===== src/rtl/dma_job_scheduler.sv =====
// Tile-by-tile sequencer for one accelerator layer: optional weight load, then
// input read, core compute and output write per tile, each supervised by a watchdog.
module dma_job_scheduler #(
   parameter int ADDR_W    = 32,
   parameter int TILE_W    = 8,
   parameter int TIMEOUT_W = 16
) (
   input  logic                 clk,
   input  logic                 rst,
   input  logic                 start,
   input  logic                 abort,
   input  logic                 reuse_wgt,
   input  logic [TILE_W-1:0]    num_tiles,
   input  logic [ADDR_W-1:0]    wgt_base,
   input  logic [ADDR_W-1:0]    in_base,
   input  logic [ADDR_W-1:0]    out_base,
   input  logic [31:0]          wgt_size,
   input  logic [31:0]          in_size,
   input  logic [31:0]          out_size,
   input  logic [ADDR_W-1:0]    in_stride,
   input  logic [ADDR_W-1:0]    out_stride,
   input  logic [TIMEOUT_W-1:0] timeout_limit,
   output logic                 read_weights_req,
   output logic                 read_input_req,
   output logic                 write_output_req,
   output logic [ADDR_W-1:0]    dma_addr,
   output logic [31:0]          dma_size,
   input  logic                 dma_weights_done,
   input  logic                 dma_input_done,
   input  logic                 dma_output_done,
   input  logic                 dma_read_error,
   input  logic                 dma_write_error,
   output logic                 core_start,
   input  logic                 core_done,
   output logic                 busy,
   output logic                 done,
   output logic                 error,
   output logic [2:0]           err_code,
   output logic [TILE_W-1:0]    tile_idx
);

   typedef enum logic [3:0] {
      S_IDLE, S_ISS_W, S_WAIT_W, S_ISS_I, S_WAIT_I, S_ISS_C,
      S_WAIT_C, S_ISS_O, S_WAIT_O, S_NEXT, S_DONE, S_ERROR
   } state_t;

   localparam logic [2:0] ERR_NONE = 3'd0;
   localparam logic [2:0] ERR_RD   = 3'd1;
   localparam logic [2:0] ERR_WR   = 3'd2;
   localparam logic [2:0] ERR_TO   = 3'd3;

   state_t               state_q, state_d;
   logic [TILE_W-1:0]    num_tiles_q, num_tiles_d;
   logic [ADDR_W-1:0]    wgt_base_q, wgt_base_d;
   logic [31:0]          wgt_size_q, wgt_size_d;
   logic [31:0]          in_size_q, in_size_d;
   logic [31:0]          out_size_q, out_size_d;
   logic [ADDR_W-1:0]    in_addr_q, in_addr_d;
   logic [ADDR_W-1:0]    out_addr_q, out_addr_d;
   logic [ADDR_W-1:0]    in_stride_q, in_stride_d;
   logic [ADDR_W-1:0]    out_stride_q, out_stride_d;
   logic [TIMEOUT_W-1:0] limit_q, limit_d;
   logic [TIMEOUT_W-1:0] wd_cnt_q, wd_cnt_d;
   logic [TILE_W-1:0]    tile_idx_q, tile_idx_d;
   logic [2:0]           err_code_q, err_code_d;
   logic [ADDR_W-1:0]    dma_addr_q, dma_addr_d;
   logic [31:0]          dma_size_q, dma_size_d;

   logic [TIMEOUT_W-1:0] wd_inc;
   logic                 timeout_hit;

   assign wd_inc      = wd_cnt_q + TIMEOUT_W'(1);
   assign timeout_hit = (limit_q != '0) && (wd_inc == limit_q);

   always_comb begin
      state_d      = state_q;
      num_tiles_d  = num_tiles_q;
      wgt_base_d   = wgt_base_q;
      wgt_size_d   = wgt_size_q;
      in_size_d    = in_size_q;
      out_size_d   = out_size_q;
      in_addr_d    = in_addr_q;
      out_addr_d   = out_addr_q;
      in_stride_d  = in_stride_q;
      out_stride_d = out_stride_q;
      limit_d      = limit_q;
      wd_cnt_d     = wd_cnt_q;
      tile_idx_d   = tile_idx_q;
      err_code_d   = err_code_q;
      dma_addr_d   = dma_addr_q;
      dma_size_d   = dma_size_q;

      if (abort) begin
         state_d    = S_IDLE;
         err_code_d = ERR_NONE;
      end else begin
         case (state_q)
            S_IDLE, S_ERROR: begin
               if (start) begin
                  num_tiles_d  = num_tiles;
                  wgt_base_d   = wgt_base;
                  wgt_size_d   = wgt_size;
                  in_size_d    = in_size;
                  out_size_d   = out_size;
                  in_addr_d    = in_base;
                  out_addr_d   = out_base;
                  in_stride_d  = in_stride;
                  out_stride_d = out_stride;
                  limit_d      = timeout_limit;
                  wd_cnt_d     = '0;
                  tile_idx_d   = '0;
                  err_code_d   = ERR_NONE;
                  if (num_tiles == '0)  state_d = S_DONE;
                  else if (reuse_wgt)   state_d = S_ISS_I;
                  else                  state_d = S_ISS_W;
               end
            end
            S_ISS_W: begin
               wd_cnt_d = '0;
               state_d  = S_WAIT_W;
            end
            S_ISS_I: begin
               wd_cnt_d = '0;
               state_d  = S_WAIT_I;
            end
            S_ISS_C: begin
               wd_cnt_d = '0;
               state_d  = S_WAIT_C;
            end
            S_ISS_O: begin
               wd_cnt_d = '0;
               state_d  = S_WAIT_O;
            end
            // Within a wait: DMA error beats watchdog, watchdog beats completion.
            S_WAIT_W: begin
               wd_cnt_d = wd_inc;
               if (dma_read_error) begin
                  state_d    = S_ERROR;
                  err_code_d = ERR_RD;
               end else if (timeout_hit) begin
                  state_d    = S_ERROR;
                  err_code_d = ERR_TO;
               end else if (dma_weights_done) begin
                  state_d = S_ISS_I;
               end
            end
            S_WAIT_I: begin
               wd_cnt_d = wd_inc;
               if (dma_read_error) begin
                  state_d    = S_ERROR;
                  err_code_d = ERR_RD;
               end else if (timeout_hit) begin
                  state_d    = S_ERROR;
                  err_code_d = ERR_TO;
               end else if (dma_input_done) begin
                  state_d = S_ISS_C;
               end
            end
            S_WAIT_C: begin
               wd_cnt_d = wd_inc;
               if (timeout_hit) begin
                  state_d    = S_ERROR;
                  err_code_d = ERR_TO;
               end else if (core_done) begin
                  state_d = S_ISS_O;
               end
            end
            S_WAIT_O: begin
               wd_cnt_d = wd_inc;
               if (dma_write_error) begin
                  state_d    = S_ERROR;
                  err_code_d = ERR_WR;
               end else if (timeout_hit) begin
                  state_d    = S_ERROR;
                  err_code_d = ERR_TO;
               end else if (dma_output_done) begin
                  state_d = S_NEXT;
               end
            end
            S_NEXT: begin
               tile_idx_d = tile_idx_q + TILE_W'(1);
               in_addr_d  = in_addr_q + in_stride_q;
               out_addr_d = out_addr_q + out_stride_q;
               state_d    = (tile_idx_d < num_tiles_q) ? S_ISS_I : S_DONE;
            end
            S_DONE:  state_d = S_IDLE;
            default: state_d = S_IDLE;
         endcase
      end

      // The transfer descriptor is taken from the next-cycle values so it is
      // already valid during the one-cycle request.
      case (state_d)
         S_ISS_W: begin
            dma_addr_d = wgt_base_d;
            dma_size_d = wgt_size_d;
         end
         S_ISS_I: begin
            dma_addr_d = in_addr_d;
            dma_size_d = in_size_d;
         end
         S_ISS_O: begin
            dma_addr_d = out_addr_d;
            dma_size_d = out_size_d;
         end
         S_IDLE, S_ERROR: begin
            dma_addr_d = '0;
            dma_size_d = '0;
         end
         default: ;
      endcase
   end

   always_ff @(posedge clk) begin
      if (rst) begin
         state_q      <= S_IDLE;
         num_tiles_q  <= '0;
         wgt_base_q   <= '0;
         wgt_size_q   <= '0;
         in_size_q    <= '0;
         out_size_q   <= '0;
         in_addr_q    <= '0;
         out_addr_q   <= '0;
         in_stride_q  <= '0;
         out_stride_q <= '0;
         limit_q      <= '0;
         wd_cnt_q     <= '0;
         tile_idx_q   <= '0;
         err_code_q   <= ERR_NONE;
         dma_addr_q   <= '0;
         dma_size_q   <= '0;
      end else begin
         state_q      <= state_d;
         num_tiles_q  <= num_tiles_d;
         wgt_base_q   <= wgt_base_d;
         wgt_size_q   <= wgt_size_d;
         in_size_q    <= in_size_d;
         out_size_q   <= out_size_d;
         in_addr_q    <= in_addr_d;
         out_addr_q   <= out_addr_d;
         in_stride_q  <= in_stride_d;
         out_stride_q <= out_stride_d;
         limit_q      <= limit_d;
         wd_cnt_q     <= wd_cnt_d;
         tile_idx_q   <= tile_idx_d;
         err_code_q   <= err_code_d;
         dma_addr_q   <= dma_addr_d;
         dma_size_q   <= dma_size_d;
      end
   end

   assign read_weights_req = (state_q == S_ISS_W);
   assign read_input_req   = (state_q == S_ISS_I);
   assign write_output_req = (state_q == S_ISS_O);
   assign core_start       = (state_q == S_ISS_C);
   assign busy             = (state_q != S_IDLE) && (state_q != S_ERROR);
   assign done             = (state_q == S_DONE);
   assign error            = (state_q == S_ERROR);
   assign err_code         = err_code_q;
   assign tile_idx         = tile_idx_q;
   assign dma_addr         = dma_addr_q;
   assign dma_size         = dma_size_q;

endmodule

===== config.mk =====
export PLATFORM = sky130hd
export DESIGN_NAME = dma_job_scheduler
export DESIGN_NICKNAME = d
export VERILOG_FILES = /design/src/rtl/dma_job_scheduler.sv
export SDC_FILE = /design/constraint.sdc
export NUM_CORES = 1
export LEC_CHECK = 0
export ABC_AREA = 1
export CAP_MARGIN = 0
export CORE_AREA = 4 4 295 297
export DETAILED_ROUTE_END_ITERATION = 7
export DIE_AREA = 0 0 299 301
export SYNTH_ARGS = -nofsm -noshare
export SYNTH_HDL_FRONTEND = slang
export SYNTH_SLANG_ARGS = --single-unit

===== constraint.sdc =====
create_clock -name clk -period 7.94 [get_ports clk]
set_clock_uncertainty 0.15 [all_clocks]
set_input_delay 1.588 -clock clk [delete_from_list [all_inputs] [get_ports clk]]
set_output_delay 1.588 -clock clk [all_outputs]
set_load 0.02 [all_outputs]

==> results of run 1 <==
[logic make-up after synthesis]
group           count (synthesis)
compound gates                714
fa+ha+maj                      73
buf+inv                       521
simple gates                 1481
mux                             1
xor+xnor                       20
flops                         375
[metal layers]
layer  track usage, %  vias up  wire length, um
met5                0        -               61
met4             4.07        8             1720
met3             3.79       90             5450
met2             27.1      523            35500
met1             23.3     9811            36800
li1                 -    10800                -
[flip-flops by register name, summed over array words and instances (netlist names)]
name and flops:
in_size_q 32, err_code 3, wd_cnt_q 16, limit_q 16
state_q 4, out_size_q 32, num_tiles_q 8, out_stride_q 32
dma_size 32, wgt_base_q 32, wgt_size_q 32, out_addr_q 32
in_stride_q 32, in_addr_q 32, dma_addr 32, tile_idx 8
[synthesized netlist by cell type, drive strengths merged]
library cell / instances
nor2: 597
o22ai: 7
a21oi: 180
a21boi: 6
nand2: 624
a22o: 4
clkinv: 2
nand3b: 5
o21ai: 380
xnor2: 5
o2111ai: 3
o21bai: 2
o32ai: 1
o211ai: 5
nor4b: 1
mux2i: 1
o311ai: 1
dfxtp: 375
clkbuf: 118
o21a: 38
xor2: 15
nor3: 11
a221oi: 41
o221ai: 6
nand4: 19
o31ai: 2
fa: 2
a22oi: 14
a21o: 6
ha: 71
nand3: 82
inv: 364
or2: 141
o2111a: 1
buf: 37
nor3b: 1
a32o: 1
a31oi: 16
[critical path, cell delays in order]
cell and delay [ps]:
sky130_fd_sc_hd__clkdlybuf4s50_1 610, sky130_fd_sc_hd__inv_1 320, sky130_fd_sc_hd__nand2_2 80, sky130_fd_sc_hd__buf_4 280, sky130_fd_sc_hd__nor2_1 670, sky130_fd_sc_hd__clkinv_1 830
sky130_fd_sc_hd__a22oi_1 480, sky130_fd_sc_hd__inv_1 80, sky130_fd_sc_hd__nand2_1 80, sky130_fd_sc_hd__nand2_1 60, sky130_fd_sc_hd__nor2_1 130, sky130_fd_sc_hd__nor2_1 40
[final cells by class]
type                            count  area (sq um)
Clock buffer                       67          1390
Antenna cell                        6          15.0
Timing Repair Buffer              391          3890
Sequential cell                   375          7510
Multi-Input combinational cell   2289         11400
Tap cell                         1144          1430
Inverter                          366          1380
Fill cell                        9313         57400
Clock inverter                     17           194
[worst max path at each step]
stage / from / to / slack (ps) / cells after the start
global placement: abort / dma_addr[8] / 2490 / 12
global route: abort / dma_addr[6] / 2720 / 12
floorplan: num_tiles[7] / dma_addr[11] / 4580 / 14
finish: abort / dma_addr[9] / 2980 / 12
CTS: abort / dma_addr[8] / 2970 / 12
detailed placement: abort / dma_addr[8] / 2350 / 12
[power groups by stage]
stage / sequential [uW] / clock (uW) / combinational, uW
finish: 2150 / 2200 / 1310
detailed placement: 2190 / 0 / 1310
global placement: 2190 / 0 / 1300
floorplan: 2200 / 0 / 764
CTS: 2150 / 2260 / 1320
global route: 2160 / 2330 / 1470
[metrics by stage]
step / power [uW] / area (sq um) / instances
after floorplan: 2970 / 21000 / 3185
after global placement: 3490 / 25600 / 4565
after detailed placement: 3500 / 25600 / 4565
after CTS: 5730 / 27200 / 4649
after global routing: 5970 / 27200 / 4649
final: 5660 / 27200 / 4655
[cell usage in the layout, fill, tap and decap left out, drive strengths merged, types with 3 or more instances in the layout]
cell and instances:
a221oi 41, o22ai 7, o221ai 6, nand4 19, nor3 11, o211ai 5
a21o 6, a21oi 180, ha 71, or2 141, dfxtp 375, clkbuf 67
clkinv 12, nand2 624, o21a 38, o2111ai 3, a22oi 14, nor2 597
xnor2 5, nand3 82, a21boi 6, a22o 4, buf 20, diode 6
o21ai 380, xor2 15, inv 368, nand3b 5, a31oi 16, clkdlybuf4s50 371
==> impl_metrics.xml, run 1 <==
<?xml version="1.0" encoding="UTF-8"?>
<metrics>
  <group name="run_status">
    <metric name="outcome" unit="">finished clean</metric>
  </group>
  <group name="placed_design">
    <metric name="place.gp.congestion" unit="">0.898</metric>
    <metric name="placement.io_buffers" unit="">372</metric>
    <metric name="post-place-ws" unit="ps">2350</metric>
    <metric name="place_hpwl" unit="um">57600</metric>
  </group>
  <group name="floorplan">
    <metric name="io_pins" unit="">373</metric>
    <metric name="die_area" unit="sq um">90000</metric>
    <metric name="floorplan.core_area" unit="sq um">84600</metric>
    <metric name="initial_core_utilization" unit="%">24.8</metric>
    <metric name="rows" unit="">107</metric>
    <metric name="chipHeight" unit="um">301</metric>
    <metric name="die-width" unit="um">299</metric>
  </group>
  <group name="yosys">
    <metric name="synth_top_area_share" unit="%">35.8</metric>
    <metric name="synth_seq_area_share" unit="%">35.8</metric>
    <metric name="synth_top_family_by_area" unit="">simple AND/OR/NAND/NOR gates</metric>
    <metric name="postSynthAreaPerCell" unit="sq um">6.59</metric>
    <metric name="ys_seq_elements" unit="">375</metric>
    <metric name="netlist_top_cells_area" unit="">sky130_fd_sc_hd__dfxtp_1, sky130_fd_sc_hd__nand2_1, sky130_fd_sc_hd__nor2_1</metric>
    <metric name="yosysTopAreaCell" unit="">sky130_fd_sc_hd__dfxtp_1</metric>
    <metric name="yosys.area_share.simple" unit="%">29.8</metric>
    <metric name="synth_adder_area_share" unit="%">4.42</metric>
    <metric name="netlist_instances" unit="">3185</metric>
    <metric name="post_synthesis_compound_gate_area_fraction" unit="%">19.2</metric>
    <metric name="post_synth_mux_area_share" unit="%">0.0477</metric>
    <metric name="netlist_area" unit="sq um">21000</metric>
    <metric name="synth_xor_xnor_area_share" unit="%">0.834</metric>
    <metric name="mapped_nets" unit="">3549</metric>
    <metric name="synthDistinctLibCells" unit="">54</metric>
    <metric name="yosys_warnings" unit="">0</metric>
  </group>
  <group name="power">
    <metric name="power_switching" unit="uW">1790</metric>
    <metric name="clock_power_share" unit="%">38.8</metric>
    <metric name="vdd_drop_max" unit="mV">0.145</metric>
    <metric name="total_leakage_power" unit="uW">0.0128</metric>
    <metric name="combinationalPowerShare" unit="%">23.2</metric>
    <metric name="power.switching_fraction" unit="%">31.6</metric>
    <metric name="internal_power_component" unit="uW">3870</metric>
    <metric name="power-per-cell-area" unit="nW/um^2">208</metric>
    <metric name="seq_power_share" unit="%">38.0</metric>
  </group>
  <group name="layout">
    <metric name="finish.net_count" unit="">3834</metric>
    <metric name="synthToLayoutAreaGrowth" unit="%">29.8</metric>
    <metric name="fraction_of_layout_cells_with_a_size_suffix_above_1" unit="%">8.05</metric>
    <metric name="final_util" unit="%">32.2</metric>
  </group>
  <group name="timing">
    <metric name="max_clock_freq" unit="GHz">0.202</metric>
    <metric name="rsz_0062_raised_after_global_routing" unit="">false</metric>
    <metric name="final-max-slew-violation-count" unit="">0</metric>
    <metric name="worst_tran_pin_value" unit="ps">1110</metric>
    <metric name="worst_slew_margin_rel" unit="%">25.8</metric>
    <metric name="fin_setup_tns" unit="ps">0</metric>
    <metric name="hold_violations" unit="">0</metric>
    <metric name="final.hold.worst_slack" unit="ps">313</metric>
    <metric name="setup-violations-final" unit="">0</metric>
    <metric name="finalWorstPathRequiredPeriod" unit="ps">4960</metric>
    <metric name="period_share" unit="%">62.5</metric>
    <metric name="post_route_setup_slack" unit="ps">2980</metric>
  </group>
  <group name="grt">
    <metric name="grt_remaining_overflow" unit="">0</metric>
    <metric name="initial_antenna_violation_count" unit="">9</metric>
    <metric name="grt_first_pass_wirelength" unit="um">120000</metric>
    <metric name="grt_max_degree" unit="">194</metric>
    <metric name="global_route.usage.total" unit="%">17.0</metric>
    <metric name="grt_pass1_vias" unit="">20100</metric>
  </group>
  <group name="clocking">
    <metric name="cts_tree" unit="">done</metric>
    <metric name="worst_skew_pair.late_latency" unit="ps">600</metric>
    <metric name="h-tree-depth" unit="">2</metric>
    <metric name="cts.hold.buffers_added" unit="">0</metric>
    <metric name="tritoncts.num_buffers" unit="">47</metric>
    <metric name="clkTransAtPathRegs" unit="ps">60</metric>
    <metric name="number_of_gates_resized_after_cts" unit="">0</metric>
    <metric name="number_of_buffers_on_the_longest_clock_path" unit="">3</metric>
    <metric name="clk_root_buffer_cell" unit="">sky130_fd_sc_hd__clkbuf_16</metric>
    <metric name="postCtsSetupRepairBufs" unit="">0</metric>
    <metric name="cts.sink_count" unit="">375</metric>
  </group>
  <group name="drt">
    <metric name="drt-initial-drc-count" unit="">1389</metric>
    <metric name="drc_errors" unit="">0</metric>
    <metric name="wl_per_cell" unit="um">17.1</metric>
    <metric name="ant_nets" unit="">0</metric>
    <metric name="routed_wirelength" unit="um">79600</metric>
    <metric name="drtPass1Iterations" unit="">7</metric>
    <metric name="num_vias" unit="">21300</metric>
    <metric name="vias_per_cell" unit="">4.57</metric>
  </group>
  <group name="worst_hold_path">
    <metric name="whs_endpoint" unit="">num_tiles_q[7]</metric>
    <metric name="hold_path.startpoint" unit="">num_tiles_q[7]</metric>
    <metric name="worst_hold_path_type" unit="">reg2reg</metric>
    <metric name="whs_path_depth" unit="">2</metric>
  </group>
  <group name="setup_path">
    <metric name="r2r_start" unit="">state_q[0]</metric>
    <metric name="path_max_fanout" unit="">50</metric>
    <metric name="crit_path_end_kind" unit="">register</metric>
    <metric name="worst_r2r_path_depth" unit="">17</metric>
    <metric name="start_kind" unit="">input pin</metric>
    <metric name="rrSetupSlack" unit="ps">3670</metric>
    <metric name="reg2reg_to" unit="">dma_addr[9]</metric>
    <metric name="crit_required" unit="ps">8260</metric>
    <metric name="cp.arrival" unit="ps">5280</metric>
    <metric name="worstSetupPathType" unit="">in2reg</metric>
  </group>
  <group name="flow_run">
    <metric name="maxCapViolations" unit="">0</metric>
  </group>
</metrics>
No activity file was read; power rests on OpenSTA's default activity.
==> run 2: changes to the inputs <==
==> constraint.sdc (replaced) <==
create_clock -name clk -period 5 [get_ports clk]
set_clock_uncertainty 0.15 [all_clocks]
set_input_delay 1 -clock clk [delete_from_list [all_inputs] [get_ports clk]]
set_output_delay 1 -clock clk [all_outputs]
set_load 0.02 [all_outputs]
==> run 2 against run 1 <==
Effect of this change:
- core utilization is 0.12 points higher
- count of clock-buffer cells in the layout is 2 lower
- first-iteration DRC count is 3.9% higher
- flip-flop and latch count stayed put
- clock power is 62% higher
- worst hold slack worse by 14 ps
- total power is 60% higher
- wire length is 0.73% higher
- register-to-register slack worse by 2600 ps
==> impl_metrics.xml, run 2 (synthesized netlist as in run 1, its figures left out) <==
<?xml version="1.0" encoding="UTF-8"?>
<metrics>
  <group name="clocking">
    <metric name="postCtsSetupRepairBufs" unit="">0</metric>
    <metric name="number_of_buffers_on_the_longest_clock_path" unit="">3</metric>
    <metric name="h-tree-depth" unit="">2</metric>
    <metric name="clk_root_buffer_cell" unit="">sky130_fd_sc_hd__clkbuf_16</metric>
    <metric name="number_of_gates_resized_after_cts" unit="">0</metric>
    <metric name="worst_skew_pair.late_latency" unit="ps">600</metric>
    <metric name="tritoncts.num_buffers" unit="">47</metric>
    <metric name="clkTransAtPathRegs" unit="ps">60</metric>
    <metric name="cts.hold.buffers_added" unit="">0</metric>
    <metric name="cts_tree" unit="">done</metric>
    <metric name="cts.sink_count" unit="">375</metric>
  </group>
  <group name="layout">
    <metric name="finish.net_count" unit="">3835</metric>
    <metric name="most_common_library_cell_in_the_layout_ignoring_fill_and_taps" unit="">sky130_fd_sc_hd__nand2_1</metric>
    <metric name="final.fill_count" unit="">9229</metric>
    <metric name="fraction_of_layout_cells_with_a_size_suffix_above_1" unit="%">7.96</metric>
    <metric name="top_library_cells_by_usage_in_the_layout_fill_and_taps_aside" unit="">sky130_fd_sc_hd__nand2_1, sky130_fd_sc_hd__nor2_1, sky130_fd_sc_hd__dfxtp_1, sky130_fd_sc_hd__clkdlybuf4s50_1, sky130_fd_sc_hd__o21ai_0</metric>
    <metric name="synthToLayoutAreaGrowth" unit="%">30.2</metric>
  </group>
  <group name="worst_hold_path">
    <metric name="hold_path.startpoint" unit="">err_code[2]</metric>
    <metric name="worst_hold_path_type" unit="">reg2reg</metric>
  </group>
  <group name="grt">
    <metric name="initial_antenna_violation_count" unit="">10</metric>
    <metric name="global_route.usage.total" unit="%">17.0</metric>
    <metric name="grt_pass1_vias" unit="">20200</metric>
    <metric name="grt_remaining_overflow" unit="">0</metric>
    <metric name="grt_max_degree" unit="">194</metric>
    <metric name="grt_first_pass_wirelength" unit="um">120000</metric>
  </group>
  <group name="power">
    <metric name="total_leakage_power" unit="uW">0.0129</metric>
    <metric name="vdd_drop_max" unit="mV">0.254</metric>
    <metric name="power-per-cell-area" unit="nW/um^2">332</metric>
  </group>
  <group name="drt">
    <metric name="ant_nets" unit="">0</metric>
    <metric name="drtPass1Iterations" unit="">6</metric>
    <metric name="drc_errors" unit="">0</metric>
    <metric name="wl_per_cell" unit="um">17.2</metric>
    <metric name="routed_wirelength" unit="um">80100</metric>
    <metric name="drt-initial-drc-count" unit="">1443</metric>
    <metric name="num_vias" unit="">21200</metric>
    <metric name="vias_per_cell" unit="">4.57</metric>
  </group>
  <group name="placed_design">
    <metric name="place.gp.congestion" unit="">0.901</metric>
    <metric name="placement.io_buffers" unit="">372</metric>
    <metric name="place_hpwl" unit="um">58200</metric>
  </group>
  <group name="setup_path">
    <metric name="crit_path_frequent_cell" unit="">sky130_fd_sc_hd__nand2_1</metric>
    <metric name="crit_path_end_kind" unit="">register</metric>
    <metric name="worst_r2r_path_depth" unit="">18</metric>
    <metric name="path_max_fanout" unit="">47</metric>
    <metric name="path_cells" unit="">nand3_1, nand3b_1, nand3b_1, xnor2_1, ha_1, nand2_1, inv_1, nand4_1, o211ai_1, a21oi_1, nand4_1, nand2_1, nand2_1, mux2i_4, buf_12, nand2_1, nor2_1, nor2_1</metric>
    <metric name="critical-path-max-stage-delay" unit="ps">600</metric>
    <metric name="crit_required" unit="ps">5320</metric>
    <metric name="rrSetupSlack" unit="ps">1070</metric>
    <metric name="cp.buffers_inverters" unit="">2</metric>
    <metric name="cp_capture_point" unit="">dma_addr[23]</metric>
    <metric name="cp.arrival" unit="ps">4250</metric>
    <metric name="cp_slowest_cell" unit="">sky130_fd_sc_hd__mux2i_4</metric>
    <metric name="start_kind" unit="">register</metric>
    <metric name="worstSetupPathType" unit="">reg2reg</metric>
    <metric name="crit_cells" unit="">18</metric>
    <metric name="critical-path-top-delay-family" unit="">simple AND/OR/NAND/NOR gates</metric>
    <metric name="worstSetupStartpoint" unit="">tile_idx[0]</metric>
    <metric name="reg2reg_to" unit="">dma_addr[23]</metric>
    <metric name="r2r_start" unit="">tile_idx[0]</metric>
  </group>
  <group name="timing">
    <metric name="rsz_0062_raised_after_global_routing" unit="">false</metric>
    <metric name="final.hold.worst_slack" unit="ps">299</metric>
    <metric name="period_share" unit="%">78.5</metric>
    <metric name="finalWorstPathRequiredPeriod" unit="ps">3930</metric>
    <metric name="setup-violations-final" unit="">0</metric>
    <metric name="worst_slew_margin_rel" unit="%">29.3</metric>
    <metric name="fin_setup_tns" unit="ps">0</metric>
    <metric name="worst_tran_pin_value" unit="ps">1060</metric>
    <metric name="max_clock_freq" unit="GHz">0.255</metric>
    <metric name="final-max-slew-violation-count" unit="">0</metric>
    <metric name="hold_violations" unit="">0</metric>
  </group>
  <group name="floorplan">
    <metric name="io_pins" unit="">373</metric>
    <metric name="floorplan.core_area" unit="sq um">84600</metric>
    <metric name="rows" unit="">107</metric>
    <metric name="initial_core_utilization" unit="%">24.8</metric>
    <metric name="die_area" unit="sq um">90000</metric>
    <metric name="die-width" unit="um">299</metric>
    <metric name="chipHeight" unit="um">301</metric>
  </group>
  <group name="run_status">
    <metric name="outcome" unit="">finished clean</metric>
  </group>
  <group name="flow_run">
    <metric name="maxCapViolations" unit="">0</metric>
  </group>
</metrics>
-- run 2: area by class of cell --
cell class	instances	area [sq um]	area share (%)
Clock buffer	65	1330	4.88
Inverter	366	1380	5.05
Clock inverter	18	269	0.984
Tap cell	1144	1430	5.23
Antenna cell	2	5.00	0.0183
Timing Repair Buffer	392	3990	14.6
Multi-Input combinational cell	2289	11400	41.8
Sequential cell	375	7510	27.4
-- run 2: per-layer routing --
metal  vias up  routed length [um]  global-route usage, %
met3       113                4700                   3.63
met1      9817               38300                   23.4
li1      10800                   -                      -
met2       485               35100                   27.0
met5         -                  72                      0
met4        12                2030                   4.58
-- run 2: power by group --
group	total [uW]	switching (uW)	internal [uW]
Clock	3570	1440	2130
Combinational	2080	1220	861
Sequential	3420	169	3260
-- run 2: worst register-to-register path: stages (launching register included) --
cell,delay (ps)
sky130_fd_sc_hd__dfxtp_1,430
sky130_fd_sc_hd__nand3_1,140
sky130_fd_sc_hd__nand3b_1,220
sky130_fd_sc_hd__nand3b_1,190
sky130_fd_sc_hd__xnor2_1,250
sky130_fd_sc_hd__ha_1,300
sky130_fd_sc_hd__nand2_1,90
sky130_fd_sc_hd__inv_1,40
sky130_fd_sc_hd__nand4_1,70
sky130_fd_sc_hd__o211ai_1,160
sky130_fd_sc_hd__a21oi_1,170
sky130_fd_sc_hd__nand4_1,140
sky130_fd_sc_hd__nand2_1,120
sky130_fd_sc_hd__nand2_1,140
sky130_fd_sc_hd__mux2i_4,600
sky130_fd_sc_hd__buf_12,310
sky130_fd_sc_hd__nand2_1,130
sky130_fd_sc_hd__nor2_1,110
sky130_fd_sc_hd__nor2_1,40
-- run 2: how the worst min path moves through the flow --
stage	to	slack (ps)	cells after the start
2_1_floorplan	num_tiles_q[3]	290	2
3_3_place_gp	err_code[2]	290	2
3_5_place_dp	err_code[2]	290	2
4_1_cts	err_code[2]	300	2
5_1_grt	err_code[2]	320	2
6_report	err_code[2]	300	2
-- run 2: per-stage QoR --
step | power, uW | std cells | setup slack [ps] | area (sq um) | utilization [%]
after CTS | 9190 | 4649 | 997 | 27300 | 32.3
final | 9080 | 4651 | 1070 | 27300 | 32.3
after global routing | 9570 | 4649 | 649 | 27300 | 32.3
after detailed placement | 5560 | 4566 | 909 | 25700 | 30.4
after floorplan | 4710 | 3185 | 1850 | 21000 | -
after global placement | 5550 | 4566 | 918 | 25700 | 30.4
